`config.mk`:
```
export PLATFORM = sky130hd
export DESIGN_NAME = axis_input_join
export DESIGN_NICKNAME = d
export VERILOG_FILES = /design/src/rtl/axis_input_join.sv
export SDC_FILE = /design/constraint.sdc
export NUM_CORES = 1
export LEC_CHECK = 0
export CORE_AREA = 2 2 204 206
export CTS_CLUSTER_SIZE = 24
export DETAILED_ROUTE_END_ITERATION = 12
export DIE_AREA = 0 0 206 208
export PLACE_DENSITY = 0.64
export SETUP_SLACK_MARGIN = 0.3
export SYNTH_ARGS = -nofsm -noshare
export SYNTH_HDL_FRONTEND = slang
export SYNTH_SLANG_ARGS = --single-unit
```
`constraint.sdc`:
```
create_clock -name aclk -period 8.15 [get_ports aclk]
set_input_delay 1.63 -clock aclk [delete_from_list [all_inputs] [get_ports aclk]]
set_output_delay 1.63 -clock aclk [all_outputs]
set_load 0.01 [all_outputs]
```
`src/rtl/axis_input_join.sv`:
```
// rtl/axis_input_join.sv - joins PIXEL_STREAMS pixel streams and one weights stream into one registered output beat
module axis_input_join #(
    parameter int PIXEL_STREAMS   = 2,
    parameter int UNITS           = 2,
    parameter int WORD_WIDTH      = 8,
    parameter int WEIGHT_WORDS    = 12,
    parameter int TUSER_PIX_WIDTH = 3,
    parameter int TUSER_W_WIDTH   = 8,
    parameter logic [TUSER_PIX_WIDTH+TUSER_W_WIDTH-1:0] VALID_GATE_MASK = '0,
    parameter int COUNT_BITS      = 16
) (
    input  logic                                       aclk,
    input  logic                                       aresetn,
    input  logic [PIXEL_STREAMS-1:0]                   s_axis_pixels_tvalid,
    output logic [PIXEL_STREAMS-1:0]                   s_axis_pixels_tready,
    input  logic [PIXEL_STREAMS-1:0]                   s_axis_pixels_tlast,
    input  logic [PIXEL_STREAMS*UNITS*WORD_WIDTH-1:0]  s_axis_pixels_tdata,
    input  logic [TUSER_PIX_WIDTH-1:0]                 s_axis_pixels_tuser,
    input  logic                                       s_axis_weights_tvalid,
    output logic                                       s_axis_weights_tready,
    input  logic                                       s_axis_weights_tlast,
    input  logic [WEIGHT_WORDS*WORD_WIDTH-1:0]         s_axis_weights_tdata,
    input  logic [TUSER_W_WIDTH-1:0]                   s_axis_weights_tuser,
    output logic                                       m_axis_tvalid,
    input  logic                                       m_axis_tready,
    output logic                                       m_axis_tlast,
    output logic [PIXEL_STREAMS*UNITS*WORD_WIDTH-1:0]  m_axis_pixels_tdata,
    output logic [WEIGHT_WORDS*WORD_WIDTH-1:0]         m_axis_weights_tdata,
    output logic [TUSER_PIX_WIDTH+TUSER_W_WIDTH-1:0]   m_axis_tuser,
    output logic                                       err_last_mismatch,
    output logic [COUNT_BITS-1:0]                      beat_count
);
    localparam int PIX_DW = UNITS * WORD_WIDTH;
    localparam int W_DW   = WEIGHT_WORDS * WORD_WIDTH;
    localparam int UW     = TUSER_PIX_WIDTH + TUSER_W_WIDTH;
    localparam int WE     = W_DW + 1 + TUSER_W_WIDTH;

    // Pixel FIFOs: entry = {tlast, tdata}; stream 0's tuser rides alongside with stream 0's pointers.
    logic [PIX_DW:0]              pix_mem_q [PIXEL_STREAMS][2];
    logic [TUSER_PIX_WIDTH-1:0]   puser_mem_q [2];
    logic [1:0]                   pix_cnt_q [PIXEL_STREAMS];
    logic [1:0]                   pix_cnt_d [PIXEL_STREAMS];
    logic [PIXEL_STREAMS-1:0]     pix_rd_q, pix_rdy_q, pix_push, pix_nonempty, pix_head_last;
    logic [PIXEL_STREAMS*PIX_DW-1:0] pix_head_data;

    logic [WE-1:0]                w_mem_q [2];
    logic [1:0]                   w_cnt_q, w_cnt_d;
    logic                         w_rd_q, w_rdy_q, w_push, w_nonempty;
    logic [WE-1:0]                w_head;

    logic                         fire, mismatch;
    logic                         m_valid_q, m_last_q, err_q;
    logic [PIXEL_STREAMS*PIX_DW-1:0] m_pix_q;
    logic [W_DW-1:0]              m_w_q;
    logic [UW-1:0]                m_user_q;
    logic [COUNT_BITS-1:0]        count_q;

    always_comb begin
        pix_nonempty  = '0;
        pix_head_last = '0;
        pix_head_data = '0;
        for (int k = 0; k < PIXEL_STREAMS; k++) begin
            pix_nonempty[k] = (pix_cnt_q[k] != 2'd0);
            {pix_head_last[k], pix_head_data[k*PIX_DW +: PIX_DW]} = pix_mem_q[k][pix_rd_q[k]];
        end
    end

    assign w_nonempty = (w_cnt_q != 2'd0);
    assign w_head     = w_mem_q[w_rd_q];
    assign fire       = (&pix_nonempty) && w_nonempty && (!m_valid_q || m_axis_tready);
    assign mismatch   = |(pix_head_last ^ {PIXEL_STREAMS{w_head[W_DW]}});

    always_comb begin
        pix_push = s_axis_pixels_tvalid & pix_rdy_q;
        for (int k = 0; k < PIXEL_STREAMS; k++) begin
            pix_cnt_d[k] = pix_cnt_q[k] + {1'b0, pix_push[k]} - {1'b0, fire};
        end
        w_push  = s_axis_weights_tvalid && w_rdy_q;
        w_cnt_d = w_cnt_q + {1'b0, w_push} - {1'b0, fire};
    end

    always_ff @(posedge aclk) begin
        if (!aresetn) begin
            for (int k = 0; k < PIXEL_STREAMS; k++) begin
                pix_cnt_q[k] <= 2'd0;
            end
            pix_rd_q  <= '0;
            pix_rdy_q <= '0;
            w_cnt_q   <= 2'd0;
            w_rd_q    <= 1'b0;
            w_rdy_q   <= 1'b0;
        end else begin
            for (int k = 0; k < PIXEL_STREAMS; k++) begin
                pix_cnt_q[k] <= pix_cnt_d[k];
                pix_rdy_q[k] <= !pix_cnt_d[k][1];
                pix_rd_q[k]  <= pix_rd_q[k] ^ fire;
            end
            w_cnt_q <= w_cnt_d;
            w_rdy_q <= !w_cnt_d[1];
            w_rd_q  <= w_rd_q ^ fire;
        end
    end

    // Storage needs no reset: emptiness is tracked by the counters alone.
    always_ff @(posedge aclk) begin
        for (int k = 0; k < PIXEL_STREAMS; k++) begin
            if (pix_push[k]) begin
                pix_mem_q[k][pix_rd_q[k] ^ pix_cnt_q[k][0]] <=
                    {s_axis_pixels_tlast[k], s_axis_pixels_tdata[k*PIX_DW +: PIX_DW]};
            end
        end
        if (pix_push[0]) begin
            puser_mem_q[pix_rd_q[0] ^ pix_cnt_q[0][0]] <= s_axis_pixels_tuser;
        end
        if (w_push) begin
            w_mem_q[w_rd_q ^ w_cnt_q[0]] <= {s_axis_weights_tuser, s_axis_weights_tlast, s_axis_weights_tdata};
        end
    end

    always_ff @(posedge aclk) begin
        if (!aresetn) begin
            m_valid_q <= 1'b0;
            m_last_q  <= 1'b0;
            m_pix_q   <= '0;
            m_w_q     <= '0;
            m_user_q  <= '0;
            err_q     <= 1'b0;
            count_q   <= '0;
        end else begin
            if (fire) begin
                m_valid_q <= 1'b1;
                m_last_q  <= w_head[W_DW];
                m_pix_q   <= pix_head_data;
                m_w_q     <= w_head[W_DW-1:0];
                m_user_q  <= {w_head[WE-1 -: TUSER_W_WIDTH], puser_mem_q[pix_rd_q[0]]};
                if (mismatch) begin
                    err_q <= 1'b1;
                end
            end else if (m_valid_q && m_axis_tready) begin
                m_valid_q <= 1'b0;
            end
            if (m_valid_q && m_axis_tready) begin
                count_q <= m_last_q ? '0 : count_q + COUNT_BITS'(1);
            end
        end
    end

    assign s_axis_pixels_tready  = pix_rdy_q;
    assign s_axis_weights_tready = w_rdy_q;
    assign m_axis_tvalid         = m_valid_q;
    assign m_axis_tlast          = m_last_q;
    assign m_axis_pixels_tdata   = m_pix_q;
    assign m_axis_weights_tdata  = m_w_q;
    assign m_axis_tuser          = m_user_q & (~VALID_GATE_MASK | {UW{m_valid_q}});
    assign err_last_mismatch     = err_q;
    assign beat_count            = count_q;
endmodule
```
== Word-level counts from Yosys, hierarchy flattened ==
Memories as Yosys holds them, arrays and structs flattened. A register that Yosys moved wholly into a read port is not among the register bits.
Cells that the tools add are included.

* Register bits after elaboration: 166
* RAM bits: 288
* Bits of input ports: 148
* Output and inout port bits: 161
* Word-level logic and storage cells: 87
* Memories kept: 4

{| class="wikitable"
|+ Memory list
! memory !! words !! bits a word !! read ports !! clocked after memory_dff !! wr ports !! line !! text
|-
| w_mem_q || 2 || 105 || 1 || 1 || 1 || 46 || <nowiki>logic [WE-1:0] w_mem_q [2];</nowiki>
|-
| pix_mem_q || 2 || 34 || 2 || 0 || 2 || 39 || <nowiki>logic [PIX_DW:0] pix_mem_q [PIXEL_STREAMS][2];</nowiki>
|-
| puser_mem_q || 2 || 3 || 1 || 1 || 1 || 40 || <nowiki>logic [TUSER_PIX_WIDTH-1:0] puser_mem_q [2];</nowiki>
|-
| pix_cnt_q || 2 || 2 || 2 || 0 || 2 || 41 || <nowiki>logic [1:0] pix_cnt_q [PIXEL_STREAMS];</nowiki>
|}

* Add/sub/neg operators: 7
* Magnitude comparators: 6
* Muxes and demuxes: 25
* Bitwise operators: 14
* Reductions and logical operators: 19

{| class="wikitable"
|+ Operators by type and width
! cell !! count
|-
| 17-bit two-way mux || 8
|-
| 34-bit two-way mux || 2
|-
| 17-bit demux with 1-bit select || 2
|-
| 16-bit by 1-bit adder with 16-bit output (second input constant) || 1
|-
| 16-bit two-way mux || 1
|-
| 1-bit two-way mux || 10
|-
| 2-bit greater-or-equal comparator (second input constant) || 4
|-
| 1-bit NOT with 2-bit output || 4
|-
| 2-bit nonzero test || 4
|-
| 2-bit by 1-bit adder with 2-bit output || 3
|-
| 1-bit logical AND || 6
|-
| 2-bit by 1-bit subtractor with 2-bit output || 3
|-
| 1-bit XOR || 6
|-
| 1-bit zero test || 5
|-
| 2-bit by 1-bit < comparator with 1-bit output (second input constant) || 2
|-
| 2-bit two-way mux || 2
|-
| 2-bit AND reduction || 2
|-
| 2-bit AND || 1
|-
| 1-bit OR || 2
|-
| 2-bit OR reduction || 1
|-
| 2-bit XOR || 1
|-
| 1-bit logical OR || 1
|}

== Longest topological paths before layout ==
Gate-level depths: netlist (run 1).

* Depth after elaboration: 7
* Mapped depth: 10
* Mapped depth without buffers: 8

== Worst setup path after synthesis (run 1) ==
OpenSTA, ideal clock, no wires.

* Kind: in2reg
* Start point: in s_axis_weights_tvalid
* End point: mem w_mem_q[0][0] (netlist name) (enable)
* Setup time: 582 ps
* Data arrival time: 6367 ps
* Required time: 7568 ps
* Setup slack: 1201 ps
* Cell stages on the path: 2
* Buffers on the path: 0
* Cells stage by stage: nand2_1 -> nor2b_1

* Cells in the longest elaborated chain, start to end: 3

{| class="wikitable"
|+ Ends and longest elaborated chain
! what !! line !! text
|-
| from (decl) || 19 || <nowiki>input logic s_axis_weights_tvalid,</nowiki>
|-
| 1-bit logical AND || 78 || <nowiki>w_push = s_axis_weights_tvalid && w_rdy_q;</nowiki>
|-
| 1-bit two-way mux || 115 || <nowiki>if (w_push) begin</nowiki>
|-
| 1-bit two-way mux (implied by the code) || 116 || <nowiki>w_mem_q[w_rd_q ^ w_cnt_q[0]] <= {s_axis_weights_tuser, s_axis_weights_tlast, s_axis_weights_tdata};</nowiki>
|-
| to (decl) || 46 ||
|}

Every way passes these cells.

== Final worst setup path (run 1) ==
* Start point: in m_axis_tready
* End point: reg m_w_q[30], in the netlist m_axis_weights_tdata[30]

* Cells in the longest elaborated chain, start to end: 2

{| class="wikitable"
|+ Ends and longest elaborated chain
! what !! line !! text
|-
| from (decl) || 25 || <nowiki>input logic m_axis_tready,</nowiki>
|-
| 1-bit logical OR || 70 || <nowiki>assign fire = (&pix_nonempty) && w_nonempty && (!m_valid_q || m_axis_tready);</nowiki>
|-
| 1-bit logical AND || 70 ||
|-
| to (signal assigned) || 134 || <nowiki>m_w_q <= w_head[W_DW-1:0];</nowiki>
|-
| to (decl) || 54 || <nowiki>logic [W_DW-1:0] m_w_q;</nowiki>
|}

Every way passes these cells.
A chain may end at the register's enable or synchronous reset.

==> results of run 1 <==
path summary, 6_finish.rpt:
kind / startpoint / end / depth (start not counted)
max: m_axis_tready / m_axis_weights_tdata[30] / 7
min reg2reg: err_last_mismatch / err_last_mismatch / 2
max reg2reg: w_cnt_q[0] / m_axis_weights_tdata[30] / 6
min: err_last_mismatch / err_last_mismatch / 2
report_power, final:
part,total (mW),switching (mW),internal (mW)
Combinational,0.289,0.148,0.141
Clock,1.99,0.827,1.16
Sequential,2.59,0.0327,2.55
registers in the layout, indices dropped and copies added (netlist names), 4 cells and up, named ones only:
| register | count |
|---|---|
| m_axis_tuser | 11 |
| m_axis_weights_tdata | 96 |
| puser_mem_q | 6 |
| w_mem_q | 210 |
| pix_mem_q | 68 |
| pix_cnt_q | 4 |
| beat_count | 16 |
| m_axis_pixels_tdata | 32 |
kinds of logic (layout without fill, tap and decap cells):
kind of cell,Yosys count,after routing,synth area share
AND/OR/NAND/NOR,211,211,0.0570
AO/OA/AOI/OAI,154,154,0.0701
multiplexers,142,142,0.0888
buffers and inverters,76,419,0.0207
XOR/XNOR,21,21,0.0115
flip-flops,455,455,0.746
other,0,2,0
adder cells (fa/ha/maj),7,7,0.00547
area by class of cell:
type                    count  area (um2)
well taps                 532         666
repair buffers            322        3190
inverters                  11        43.8
diodes                      2        5.00
fillers                  3428       19500
multi-input cells         535        3750
clock buffers              72        1340
clock inverters            14        92.6
flip-flops and latches    455       12000
critical path: cells and delay by family:
| kind | cells | cell delay (ps) |
|---|---|---|
| AO/OA/AOI/OAI | 1 | 260 |
| buffers and inverters | 3 | 2140 |
| AND/OR/NAND/NOR | 3 | 470 |
layout by cell type, fill, tap and decap left out, types with 4 or more instances in the layout:
master             n
clkdlybuf4s50_1  308
edfxtp_1         284
dfxtp_1          170
nor2_1           164
mux2i_1          142
a211oi_1         140
clkbuf_16         49
clkbuf_1          20
buf_4             14
xnor2_1           13
inv_1             10
nand2_1           10
xor2_1             8
clkinv_2           8
a21oi_1            7
ha_1               7
nand3_1            6
o21ai_0            6
or3_1              6
and2_1             6
clkinv_1           4
metal layers:
layer / vias up / wire length, um / GRT usage
li1: 4603 / - / -
met3: 53 / 2790 / 0.0523
met5: - / 0 / 0
met1: 4519 / 14900 / 0.206
met2: 265 / 16100 / 0.258
met4: 0 / 762 / 0.0507
==> results.md, run 1 <==
- Clock transition at path regs: ~60 ps
- Synth Area per Inst: between 15 and 20 um2
- Hold crit path type: flip-flop to flip-flop
- Dpl ws: around 3400 ps
- Final setup viols: 0
- Post-CTS Setup Bufs: 0
- Post-Place Cells: 1855
- Synthesis Warnings: 0
- Die Area: 0.0428 mm2
- Yosys top cell by area: edfxtp_1
- Share of the synthesized area in the top cell type: 0.533
- Non-Filler Instances: ~1900
- Area delta synth->final: 31.5%
- WL final: 34500 um
- Post-layout util: 0.519
- Crit-path slowest cell: buf_4
- CP max FO: 104
- Hold Fails Final Rpt: 0
- Final clock skew: about 17 ps
- Number of port buffers: between 300 and 400
- Net Count, Synth: around 1200
- Worst setup SP type: input pin
- Final net count: 1527
- CP peak stage delay: 910 ps
- H-tree Lvls: 2
- I/O pin count: 309
- Drt drc: 0
- RSZ-0062 raised after global routing: no
- Register area share after synthesis: 0.746
- Max-slew headroom: 0.278
- Fin crit period: between 4000 and 5000 ps
- Area contributors post-synth: edfxtp_1 53%, dfxtp_1 21%, mux2i_1 8.9%
- Vias/cell: between 4 and 5
- Antenna-violating nets left: 0
- # clock sinks: ~460
- Pin count of the biggest net entering global routing: about 110
- Asr flop ratio synth: 0
- Final TNS setup: 0 ps
- Achievable frequency: about 240 MHz
- Share of cells above drive strength 1: 0.0617
- Gate Count Post-Synth: 1066
- Setup CP Type: input pin to flip-flop
- Most instantiated cells after synthesis: 284 x edfxtp_1, 171 x dfxtp_1, 165 x nor2_1
- All-Layer GR Usage: 0.161
- CTS Hold Bufs: 0
- Placed cell area: between 0.015 and 0.02 mm2
- WHS: around 480 ps
- Pre-antenna DRT Iters: 6
- Sequence of cells on the critical path: clkdlybuf4s50_1 > and2b_1 > nor4_4 > buf_4 > buf_4 > nor2_1 > a211oi_1
- FP Rows: 74
- Power Density: 231 mW/mm2
- Clock root cell: clkbuf_16
- Status: completed
- Routed vias: ~9400
- Total core area: 0.0406 mm2
- TritonCTS buffer count: 47
- CP dominant cell by count: buf_4
- Critical Path AT: ~4700 ps
- LEAKAGE: 6.57 nW
- Starting density of the core: 0.395
- DRT iter0 DRCs: between 300 and 400
- Mapped Area: 0.0160 mm2
- Tcrit/Tclk final: 0.517
- Grt ovf: 0
- Slew Limit Fails: 0
- Chip Width: roughly 200 um
- Die height: 208 um
- Max cap viols: 0
- Deepest clock path buffer count: 3
- Final worst slack: approximately 4000 ps
- Power consumption: approximately 4.9 mW
- Critical path data required time: 8620 ps
- Later-pin clock latency in the skew report: ~560 ps
- Ys flop type: edfxtp_1
- CP Capture Type: flip-flop
- Vias in the first global route: between 9000 and 10000
- Unique masters post-synth: 32
- Post-CTS Resized: 0
- CTS tree: done
- Cell with the most instances after synthesis: edfxtp_1
- Yosys reg bits: roughly 460
- Routability congestion estimate from global placement: 0.723
- Initial antenna violation count: 2
- Drt wl/cell: 17.8 um
- Worst-margin pin slew: around 1100 ps
- Worst R2R Setup Slack: 5230 ps
- First-pass GRT wire length: roughly 53000 um
- VDD IR max: between 0.15 and 0.2 mV
- Post-DP HPWL: between 20000 and 25000 um
- Final instance area: between 0.02 and 0.025 mm2
- Number of flops mapped to enable cells by yosys: about 280
(Power assumes the default switching activity.)
==> run 2: changes to the inputs <==
--- a/config.mk
+++ b/config.mk
@@ -9,7 +9,7 @@
 export CTS_CLUSTER_SIZE = 24
 export DETAILED_ROUTE_END_ITERATION = 12
 export DIE_AREA = 0 0 206 208
-export PLACE_DENSITY = 0.64
+export PLACE_DENSITY = 0.67
 export SETUP_SLACK_MARGIN = 0.3
 export SYNTH_ARGS = -nofsm -noshare
 export SYNTH_HDL_FRONTEND = slang
==> constraint.sdc (replaced) <==
create_clock -name aclk -period 3.4 [get_ports aclk]
set_input_delay 0.68 -clock aclk [delete_from_list [all_inputs] [get_ports aclk]]
set_output_delay 0.68 -clock aclk [all_outputs]
set_load 0.01 [all_outputs]
==> run 2 against run 1 <==
  * Worst hold slack improved by 20 ps
  * Combinational power is 150% higher
  * Global-route usage fell by 0.058 points
  * Clock skew decreased by 5.5 ps
  * Flip-flop and latch count stayed put
  * First-iteration DRC count increased by 16%
  * Wire length increased by 0.37%
  * Sequential share of layout area decreased by 0.62 points
  * Critical path depth is 3 higher
  * Critical endpoint is now s_axis_weights_tready
  * Clock power rose to 2.6 times the previous value
  * Utilization rose by 0.57 points
  * Highest routed layer is now met5
==> results.md, run 2 (synthesized netlist as in run 1, its figures left out) <==
- Post-layout util: 0.525
- DRT iter0 DRCs: about 390
- Achievable frequency: ~430 MHz
- Critical path data required time: between 3000 and 4000 ps
- Routability congestion estimate from global placement: around 0.74
- Area of the multi-input gates: ~0.0038 mm2
- Most common cell after layout, fill and taps aside: clkdlybuf4s50_1
- H-tree Lvls: 2
- Chip Width: just over 200 um
- Fillers: approximately 3400
- Vias in the first global route: around 10000
- Post-Place Cells: approximately 1900
- Drt drc: 0
- Post-CTS Setup Bufs: 0
- FP Rows: 74
- LEAKAGE: between 6 and 7 nW
- Final clock skew: approximately 11 ps
- Pre-antenna DRT Iters: 5
- Non-Filler Instances: 1951
- TritonCTS buffer count: 48
- Max cap viols: 0
- Die Area: between 0.04 and 0.05 mm2
- Fin crit period: between 2000 and 2500 ps
- Worst-margin pin slew: between 800 and 900 ps
- Hold Fails Final Rpt: 0
- Clock Power Share: 0.426
- Deepest clock path buffer count: 3
- # clock sinks: around 460
- Critical Path AT: 2790 ps
- Vias/cell: a little under 5
- Status: completed
- Post-CTS Resized: 0
- RSZ-0062 raised after global routing: no
- WL final: 34600 um
- I/O pin count: 309
- Global Route met3 Usage: 0.0559
- Power Density: between 500 and 600 mW/mm2
- Switching fraction of total power: 0.207
- Clock transition at path regs: ~60 ps
- Hold crit path type: flip-flop to flip-flop
- CP max FO: 6
- VDD IR max: between 0.4 and 0.5 mV
- Switching pwr: 2.49 mW
- Pin count of the biggest net entering global routing: between 100 and 150
- CTS Hold Bufs: 0
- Initial antenna violation count: 3
- Total core area: approximately 0.041 mm2
- Max reg flops: 210
- Area delta synth->final: 32.9%
- WHS: about 500 ps
- Logic pwr share: 0.059
- Clock root cell: clkbuf_16
- Drt wl/cell: 17.7 um
- Grt ovf: 0
- CP Capture Type: flip-flop
- Final instance area: between 0.02 and 0.025 mm2
- Share of cells above drive strength 1: 0.0706
- Antenna-violating nets left: 0
- Routed vias: about 9500
- Setup CP Type: input pin to flip-flop
- Sequential cell area: between 0.01 and 0.015 mm2
- Die height: roughly 210 um
- Most frequent cells in the layout: 308 x clkdlybuf4s50_1, 284 x edfxtp_1, 170 x dfxtp_1
- GRT Max-Usage Layer: met2
- Met2 Usage GRT: 0.260
- Max-slew headroom: 0.461
- Tcrit/Tclk final: 0.685
- Grt met1 use: 0.198
- Power consumption: between 10 and 15 mW
- Later-pin clock latency in the skew report: 570 ps
- Seq pwr share: 0.515
- All-Layer GR Usage: 0.160
- CTS tree: done
- Starting density of the core: 0.395
- Worst setup SP type: input pin
- Number of port buffers: just over 300
- Post-DP HPWL: ~21000 um
- Slew Limit Fails: 0
- First-pass GRT wire length: around 54000 um
- Internal power: 9.54 mW
- Final net count: around 1500
- Placed cell area: roughly 0.020 mm2
- Final setup viols: 0
## run 2: power groups by stage
stage / logic [mW] / registers (mW) / clock network [mW]
after CTS: 0.727 / 6.19 / 5.28
after detailed placement: 0.724 / 6.31 / 0
after floorplan: 0.299 / 6.33 / 0
final: 0.712 / 6.19 / 5.12
after global routing: 0.781 / 6.21 / 5.49
after global placement: 0.708 / 6.30 / 0
## run 2: final timing paths
path,slack (ps),cells after the start,end,from
max,1070,10,s_axis_weights_tready,m_axis_tready
min,500,2,m_axis_pixels_tdata[13],m_axis_pixels_tdata[13]
max reg2reg,1360,9,s_axis_weights_tready,pix_cnt_q[0][0]
min reg2reg,500,2,m_axis_pixels_tdata[13],m_axis_pixels_tdata[13]
## run 2: layer usage
metal	routed length [um]	part of all wire
met3	2990	0.086
met4	733	0.021
met5	15	0.00043
met2	16200	0.47
met1	14700	0.42
## run 2: worst max-delay path: stages
cell	delay, ps
clkdlybuf4s50_1	550
and2b_1	240
nor4_4	230
buf_4	210
ha_1	230
inv_1	60
ha_1	150
xor2_1	190
xnor2_1	100
and2_1	150
## run 2: cell type report
type,instances,share of cell area
timing repair buffer,326,0.155
sequential,455,0.562
clock inverter,20,0.00964
antenna,2,0.000235
tap,532,0.0313
clock buffer,70,0.0637
inverter,11,0.00206
multi-input combinational,535,0.177
## run 2: per-stage QoR
| step | setup TNS [ps] | setup WS [ps] |
|---|---|---|
| after floorplan | -119300 | -571 |
| after detailed placement | 0 | 473 |
| after global placement | 0 | 491 |
| after global routing | 0 | 843 |
| final | 0 | 1070 |
| after CTS | 0 | 1040 |
==> run 3: changes to the inputs <==
==> constraint.sdc (replaced) <==
create_clock -name aclk -period 2 [get_ports aclk]
set_input_delay 0.4 -clock aclk [delete_from_list [all_inputs] [get_ports aclk]]
set_output_delay 0.4 -clock aclk [all_outputs]
set_load 0.01 [all_outputs]
==> run 3 against run 2 <==
  * Utilization rose by 6.5 points
  * Power rose by 69%
  * First-iteration DRC count rose by 24%
  * Clock skew rose by 8.3 ps
  * Final cell count rose by 5.8%
  * Register-to-register slack got worse by 1200 ps
==> results.md, run 3 (synthesized netlist as in run 1, its figures left out) <==
- Achievable frequency: about 540 MHz
- Antenna-violating nets left: 0
- I/O pin count: between 300 and 400
- DRT iter0 DRCs: just under 500
- Final net count: approximately 1600
- Clock root cell: clkbuf_16
- Number of port buffers: ~310
- Max cap viols: 0
- Initial antenna violation count: 2
- Most common cell after layout, fill and taps aside: edfxtp_1
- Hold crit path type: input pin to flip-flop
- Most frequent cells in the layout: 284 x edfxtp_1, 151 x dlygate4sd2_1, 150 x dfxtp_1
- H-tree Lvls: 2
- Pre-antenna DRT Iters: 4
- Power consumption: around 20 mW
- Slew Limit Fails: 0
- Die height: 208 um
- RSZ-0062 raised after global routing: yes
- Deepest clock path buffer count: 3
- Later-pin clock latency in the skew report: about 570 ps
- Internal power: 15.9 mW
- Clock Power Share: 0.402
- Seq pwr share: 0.518
- Area delta synth->final: 49.4%
- Die Area: ~0.043 mm2
- Final clock skew: 19.8 ps
- # clock sinks: 455
- Power Density: around 850 mW/mm2
- Post-DP HPWL: between 20000 and 25000 um
- FP Rows: 74
- Max-slew headroom: 0.725
- CP max FO: 3
- Routed vias: 10400
- CTS tree: done
- Critical Path AT: 2350 ps
- Vias/cell: roughly 5
- Final TNS setup: 0 ps
- Fin crit period: about 1900 ps
- Worst setup SP type: input pin
- Grt ovf: 0
- LEAKAGE: between 8 and 9 nW
- Tcrit/Tclk final: 0.925
- Hold Fails Final Rpt: 0
- Starting density of the core: 0.395
- Worst-margin pin slew: just over 400 ps
- All-Layer GR Usage: 0.201
- Setup CP Type: input pin to flip-flop
- Max reg flops: 210
- Switching pwr: about 4.4 mW
- Vias in the first global route: between 10000 and 15000
- Final setup viols: 0
- CTS Hold Bufs: 0
- Chip Width: about 210 um
- Pin count of the biggest net entering global routing: 34
- First-pass GRT wire length: around 65000 um
- Logic pwr share: 0.081
- Drt wl/cell: 21.3 um
- Routability congestion estimate from global placement: 0.742
- CP Capture Type: flip-flop
- Share of cells above drive strength 1: 0.247
- TritonCTS buffer count: 47
- Total core area: 0.0406 mm2
- VDD IR max: about 0.76 mV
- Switching fraction of total power: 0.216
- Clock transition at path regs: ~60 ps
- Drt drc: 0
- WL final: 43900 um
- Status: completed
- Critical path data required time: 2500 ps
run 3: cell count changes in the layout (fill, tap and decap cells not counted), moves of 21 or more:
cell             delta
a211oi_1           -81
a211oi_2           +81
buf_12             +36
buf_16             +35
buf_4              +27
clkdlybuf4s50_1   -161
dlygate4sd2_1     +151
nor2_1             -43
nor2_2             +22
nor2_4             +21
run 3: timing repair:
| item | CTS | global route |
|---|---|---|
| pin swaps | 68 | 61 |
| setup buffers | 37 | 8 |
| resized for setup | 332 | 99 |
| setup endpoints to repair | 309 | 168 |
| cloned | 32 | 2 |
run 3: layer usage:
metal | vias up | share of wire | track usage
li1 | 4861 | - | -
met1 | 5151 | 0.40 | 0.242
met2 | 306 | 0.51 | 0.352
met3 | 51 | 0.071 | 0.0520
met4 | 2 | 0.016 | 0.0557
met5 | - | 0.00030 | 0
run 3: critical path, cell delays in order:
cell and delay [ps]:
clkdlybuf4s50_1 470, and2b_2 240, nor4_4 200, buf_4 220, ha_4 200, inv_2 60, ha_4 130, xor2_2 140
xnor2_1 150, and2_1 140
run 3: power by group through the flow:
stage | Combinational, mW | Clock (mW) | Sequential, mW
final | 1.64 | 8.17 | 10.5
after global routing | 1.76 | 8.75 | 10.6
after CTS | 1.59 | 8.39 | 10.5
after detailed placement | 1.40 | 0 | 10.7
after global placement | 1.37 | 0 | 10.7
after floorplan | 0.550 | 0 | 10.7
run 3: final timing paths:
path | start | to | slack (ps) | depth (start not counted)
min | s_axis_weights_tdata[63] | w_mem_q[1][63] | 410 | 1
max reg2reg | pix_cnt_q[0][0] | s_axis_pixels_tready[0] | 170 | 9
min reg2reg | err_last_mismatch | err_last_mismatch | 480 | 2
max | m_axis_tready | s_axis_pixels_tready[0] | 150 | 10
run 3: cell type report:
| cell class | count | area (um2) |
|---|---|---|
| Inverter | 11 | 48.8 |
| Clock buffer | 71 | 1300 |
| Antenna cell | 2 | 5.00 |
| Sequential cell | 455 | 12000 |
| Fill cell | 3145 | 16600 |
| Multi-Input combinational cell | 535 | 4540 |
| Tap cell | 532 | 666 |
| Timing Repair Buffer | 443 | 5250 |
| Clock inverter | 15 | 125 |
run 3: per-stage QoR:
stage	setup WS, ps	hold slack [ps]	instance area (um2)	utilization	instances
floorplan	-615	474	16200	-	1066
global placement	-462	459	20300	0.501	1897
detailed placement	-528	470	20300	0.501	1897
CTS	70.6	373	23500	0.579	2052
global route	54.5	391	23900	0.590	2062
finish	149	409	23900	0.590	2064
